--- config.mk ---
export PLATFORM = sky130hd
export DESIGN_NAME = dmem_arbiter
export DESIGN_NICKNAME = d
export VERILOG_FILES = /design/src/rtl/dmem_pkg.sv /design/src/rtl/dmem_arbiter_rr_arb2.sv /design/src/rtl/dmem_arbiter.sv
export SDC_FILE = /design/constraint.sdc
export NUM_CORES = 1
export LEC_CHECK = 0
export ABC_AREA = 1
export ABC_CLOCK_PERIOD_IN_PS = 1600
export BUFFER_PORTS_ARGS = -buffer_cell sky130_fd_sc_hd__buf_2
export CORE_MARGIN = 5
export CORE_UTILIZATION = 40
export DETAILED_ROUTE_END_ITERATION = 7
export PLACE_DENSITY = 0.86
export SETUP_SLACK_MARGIN = 0.4
export SYNTH_ARGS = -nofsm -noshare
export SYNTH_HDL_FRONTEND = slang
export SYNTH_SLANG_ARGS = --single-unit
export TNS_END_PERCENT = 10
--- constraint.sdc ---
create_clock -name clk -period 1.6 [get_ports clk]
set_input_delay 0.48 -clock clk [delete_from_list [all_inputs] [get_ports clk]]
set_output_delay 0.48 -clock clk [all_outputs]
set_load 0.01 [all_outputs]
--- src/rtl/dmem_pkg.sv ---
// Shared types and constants for the data-memory arbiter.
// Holds the sequencer encoding, port ids and the latched transaction payload.
package dmem_pkg;

   localparam int unsigned DEF_DEPTH = 32;
   localparam int unsigned DEF_AW    = 5;
   localparam int unsigned XLEN      = 32;
   localparam int unsigned NPORTS    = 2;

   typedef enum logic [1:0] {
      IDLE   = 2'd0,
      ACCESS = 2'd1,
      RESP   = 2'd2
   } state_t;

   localparam logic PORT_CORE = 1'b0;
   localparam logic PORT_DMA  = 1'b1;

   // Attributes of the granted request, held from grant to response.
   typedef struct packed {
      logic id;
      logic we;
      logic err;
   } txn_t;

   function automatic logic [NPORTS-1:0] port_onehot(input logic id);
      return (id == PORT_CORE) ? 2'b01 : 2'b10;
   endfunction

endpackage

--- src/rtl/dmem_arbiter_rr_arb2.sv ---
// Two-requester round-robin picker; purely combinational.
// With both requests present the port named by i_rr_ptr wins.
module rr_arb2
   import dmem_pkg::*;
(
   input  logic [1:0] i_req,
   input  logic       i_rr_ptr,
   output logic       o_winner_c,
   output logic       o_valid_c
);

   always_comb begin
      o_valid_c  = |i_req;
      o_winner_c = PORT_CORE;
      unique case (i_req)
         2'b01:   o_winner_c = PORT_CORE;
         2'b10:   o_winner_c = PORT_DMA;
         2'b11:   o_winner_c = i_rr_ptr;
         default: o_winner_c = PORT_CORE;
      endcase
   end

endmodule

--- src/rtl/dmem_arbiter.sv ---
// Shares the single-port data memory between the core (port 0) and the DMA loader (port 1).
// IDLE arbitrates and latches, ACCESS drives the memory, RESP returns rvalid/err/rdata.
module dmem_arbiter
   import dmem_pkg::*;
#(
   parameter int unsigned DEPTH = DEF_DEPTH,
   parameter int unsigned AW    = DEF_AW
)(
   input  logic        clk,
   input  logic        reset,
   input  logic [1:0]  req,
   input  logic [1:0]  we,
   input  logic [31:0] addr0,
   input  logic [31:0] addr1,
   input  logic [31:0] wdata0,
   input  logic [31:0] wdata1,
   output logic [1:0]  gnt,
   output logic [1:0]  rvalid,
   output logic [1:0]  err,
   output logic [31:0] rdata,
   output logic [31:0] mem_addr,
   output logic [31:0] mem_wdata,
   output logic        mem_wr_en,
   input  logic [31:0] mem_rdata
);

   state_t            r_state, w_state_nxt;
   logic              r_rr_ptr, w_rr_ptr_nxt;
   txn_t              r_txn, w_txn_nxt;
   logic [1:0]        r_gnt, w_gnt_nxt;
   logic [1:0]        r_rvalid, w_rvalid_nxt;
   logic [1:0]        r_err, w_err_nxt;
   logic [XLEN-1:0]   r_rdata, w_rdata_nxt;
   logic [XLEN-1:0]   r_mem_addr, w_mem_addr_nxt;
   logic [XLEN-1:0]   r_mem_wdata, w_mem_wdata_nxt;
   logic              r_mem_wr_en, w_mem_wr_en_nxt;

   logic              w_win, w_arb_valid;
   logic [XLEN-1:0]   w_sel_addr, w_sel_wdata;
   logic              w_sel_we, w_sel_err;

   rr_arb2 u_rr_arb2 (
      .i_req      (req),
      .i_rr_ptr   (r_rr_ptr),
      .o_winner_c (w_win),
      .o_valid_c  (w_arb_valid)
   );

   // Winner's request fields and its misaligned / out-of-range classification.
   always_comb begin
      w_sel_addr  = (w_win == PORT_DMA) ? addr1  : addr0;
      w_sel_wdata = (w_win == PORT_DMA) ? wdata1 : wdata0;
      w_sel_we    = we[w_win];
      w_sel_err   = (w_sel_addr[1:0] != 2'b00)
                 || (w_sel_addr[XLEN-1:AW+2] != '0)
                 || (w_sel_addr[XLEN-1:2] >= (XLEN-2)'(DEPTH));
   end

   always_comb begin
      w_state_nxt     = r_state;
      w_rr_ptr_nxt    = r_rr_ptr;
      w_txn_nxt       = r_txn;
      w_gnt_nxt       = '0;
      w_rvalid_nxt    = '0;
      w_err_nxt       = '0;
      w_rdata_nxt     = r_rdata;
      w_mem_addr_nxt  = r_mem_addr;
      w_mem_wdata_nxt = r_mem_wdata;
      w_mem_wr_en_nxt = 1'b0;

      unique case (r_state)
         IDLE: begin
            if (w_arb_valid) begin
               w_state_nxt     = ACCESS;
               w_txn_nxt       = '{id: w_win, we: w_sel_we, err: w_sel_err};
               w_gnt_nxt       = port_onehot(w_win);
               w_mem_addr_nxt  = XLEN'(w_sel_addr[AW+1:2]);
               w_mem_wdata_nxt = w_sel_wdata;
               w_mem_wr_en_nxt = w_sel_we & ~w_sel_err;
            end
         end
         ACCESS: begin
            w_state_nxt  = RESP;
            w_rdata_nxt  = (r_txn.we || r_txn.err) ? '0 : mem_rdata;
            w_rvalid_nxt = port_onehot(r_txn.id);
            w_err_nxt    = r_txn.err ? port_onehot(r_txn.id) : 2'b00;
         end
         RESP: begin
            w_state_nxt  = IDLE;
            w_rr_ptr_nxt = ~r_txn.id;
         end
         default: w_state_nxt = IDLE;
      endcase
   end

   always_ff @(posedge clk) begin
      if (reset) begin
         r_state     <= IDLE;
         r_rr_ptr    <= PORT_CORE;
         r_txn       <= '0;
         r_gnt       <= '0;
         r_rvalid    <= '0;
         r_err       <= '0;
         r_rdata     <= '0;
         r_mem_addr  <= '0;
         r_mem_wdata <= '0;
         r_mem_wr_en <= 1'b0;
      end else begin
         r_state     <= w_state_nxt;
         r_rr_ptr    <= w_rr_ptr_nxt;
         r_txn       <= w_txn_nxt;
         r_gnt       <= w_gnt_nxt;
         r_rvalid    <= w_rvalid_nxt;
         r_err       <= w_err_nxt;
         r_rdata     <= w_rdata_nxt;
         r_mem_addr  <= w_mem_addr_nxt;
         r_mem_wdata <= w_mem_wdata_nxt;
         r_mem_wr_en <= w_mem_wr_en_nxt;
      end
   end

   assign gnt       = r_gnt;
   assign rvalid    = r_rvalid;
   assign err       = r_err;
   assign rdata     = r_rdata;
   assign mem_addr  = r_mem_addr;
   assign mem_wdata = r_mem_wdata;
   // A reset landing in ACCESS must kill the in-flight store before the memory edge.
   assign mem_wr_en = r_mem_wr_en & ~reset;

endmodule

==> impl_metrics.tcl <==
set metrics [dict create \
    status "finished clean" \
    cp.required_ps 1120 \
    fin_hold_ws_ps 327 \
    die_w_um 104 \
    skew_ps 15.7 \
    grt_pass1_vias 3547 \
    placed_cell_area_um2 4790 \
    drt_iter0_drc 148 \
    hold_viol_final 0 \
    netlist.area_leader.share 0.466 \
    use_met2 0.339 \
    die_h_um 104 \
    ys_seq_elements 82 \
    max_cap_viol_count 0 \
    post-route-period-util 0.842 \
    worstSetupPathType "input pin to output pin" \
    synthArstFlopShare 0 \
    wl_per_cell_um 14.2 \
    ys_types 23 \
    cpPeakStageDelay_ps 160 \
    final_util 0.637 \
    coreArea_um2 8640 \
    clk_path_buf_depth 2 \
    finish.net_count 922 \
    hold_class "input pin to register" \
    ant_nets 0 \
    nFillCells 785 \
    clkSinkCount 82 \
    crit_chain "buf_2 -> nor2_4 -> buf_6" \
    setup_viol 0 \
    min_period_ps 1350 \
    postCtsHoldBufs 0 \
    die_area_um2 10800 \
    fp-row-count 34 \
    slew_viol_final 0 \
    crit_fanout 7 \
    yosysMostFrequentCell "nand2_1" \
    p_leak_nw 2.94 \
    cts_buffers 9 \
    worst_setup_path_end_kind "output pin" \
    areaGrowthSynthToFinish_pct 56.0 \
    netlist_area_um2 3530 \
    num_antenna_cells 0 \
    cp_top_family "buffers and inverters" \
    cp.arrival_ps 870 \
    synth_edf_count 0 \
    cts.clk_slew.worst_paths_ps 90 \
    max_freq_ghz 0.742 \
    grt_first_pass_wirelength_um 17100 \
    antenna_found_initial 0 \
    power_density_nw_per_um2 937 \
    ir_drop_mv 0.660 \
    globalRouteTotalUtil 0.192 \
    avgSynthCellArea_um2 7.00 \
    synth_area_leader_cell "dfxtp_1" \
    first_pass_iters 5 \
    grt_setup_unrepaired "yes" \
    hpwl_um 8720 \
    grt_max_degree 41 \
    boundaryPins 269 \
    final_layout_size_suffix_gt1_frac 0.439 \
    via_count 4009 \
    crit_slowest_cell "buf_2" \
    routed_wl_um 12300 \
    met3_usage 0.0658 \
    busiest_layer "met2" \
    io_buffer_count 241 \
    tns_ps 0 \
    globalRouteMet1Util 0.220 \
    global_route.overflow_total 0 \
    ys.flop_type "dfxtp_1" \
    clock_latency_ps 340 \
    final_cell_area_um2 5500 \
    yosys_warnings 0 \
    critPathLaunchType "input pin" \
    yosysSeqAreaShare 0.466 \
    cts_tree "done" \
    synth_area_leaders "dfxtp_1 47%, nand2_1 22%, buf_4 6.4%" \
    drc 0 \
    cp_num_buf_inv 2 \
    synth_common_cells "202 x nand2_1, 82 x dfxtp_1, 45 x nor2_1" \
    start_util 0.408 \
    viasPerCell 4.61 \
    total_power_mw 5.15 \
    cts_max_level 3 \
    cts_root_buffer "clkbuf_8" \
    postSynthCellCount 504 \
    finalWeightedCongestion 0.848 \
]
-- layout by cell type, fill, tap and decap left out, types with 2 or more instances in the layout --
cell         n
conb_1      27
inv_2        5
nand2_1    190
clkbuf_16    4
nand3_1     24
clkbuf_8     9
buf_2      228
buf_6       16
bufinv_16    3
a21oi_1     32
dfxtp_2     16
nor2_4       5
buf_12       5
buf_4       12
inv_1       27
a22oi_2      2
nand2_4     11
nor3_1       2
dfxtp_1     66
nor2_1      42
nor4_1       2
nand3_2      9
a22oi_1      9
nand2_2      2
-- area by class of cell --
cell class	count	area, um^2	area share
Clock inverter	6	113	0.0205
Tap cell	108	135	0.0246
Inverter	32	120	0.0218
Timing Repair Buffer	265	1610	0.293
Sequential cell	82	1660	0.302
Clock buffer	10	128	0.0232
Multi-Input combinational cell	366	1730	0.315
-- tightest hold or removal path, cell delays in order --
cell	delay, ps
buf_2	80
nand2_1	40
nand2_1	50
-- logic make-up (layout without fill, tap and decap cells) --
logic type,after synthesis,after routing,synth area share
flip-flops,82,82,0.466
AND/OR/NAND/NOR,292,292,0.331
AO/OA/AOI/OAI,47,47,0.0756
other,1,27,0.00106
buffers and inverters,82,313,0.126
-- power by group --
group          total (mW)  switching (mW)  internal, mW
Clock                1.78           0.740          1.04
Sequential           2.30          0.0970          2.21
Combinational        1.06           0.553         0.511
-- sequential cells by signal (all words and copies together), names as in the netlist --
name         cells
r_txn            3
r_mem_wr_en      1
r_rr_ptr         1
rdata           32
err              2
mem_wdata       32
rvalid           2
gnt              2
mem_addr         5
r_state          2
-- worst paths after layout --
kind	slack, ps	cells after the start	to	from
setup / recovery	250	3	mem_wr_en	reset
hold reg to reg	460	2	rdata[27]$_SDFFE_PP0N_	rdata[27]$_SDFFE_PP0N_
setup reg to reg	280	9	mem_wdata[17]$_SDFFE_PP0P_	r_state[1]$_SDFFE_PP0P_
hold / removal	330	3	mem_wdata[3]$_SDFFE_PP0P_	wdata1[3]
-- metal layers --
metal | part of all wire | vias up
li1 | - | 2019
met1 | 0.38 | 1770
met2 | 0.52 | 206
met3 | 0.086 | 14
met4 | 0.016 | 0
met5 | 0 | -
-- timing repair --
action / CTS / global route
endpoints found under the setup margin: 138 / 144
pin swaps: 1 / 15
gates cloned: 0 / 6
buffers inserted: 2 / 6
gates resized for setup: 28 / 45
-- metrics by stage --
stage | setup WS, ps | instances
2_1_floorplan | 364 | 530
3_3_place_gp | 134 | 839
3_5_place_dp | 67.4 | 839
4_1_cts | 230 | 857
5_1_grt | 192 | 869
6_report | 253 | 869
No activity file was read; power rests on OpenSTA's default activity.
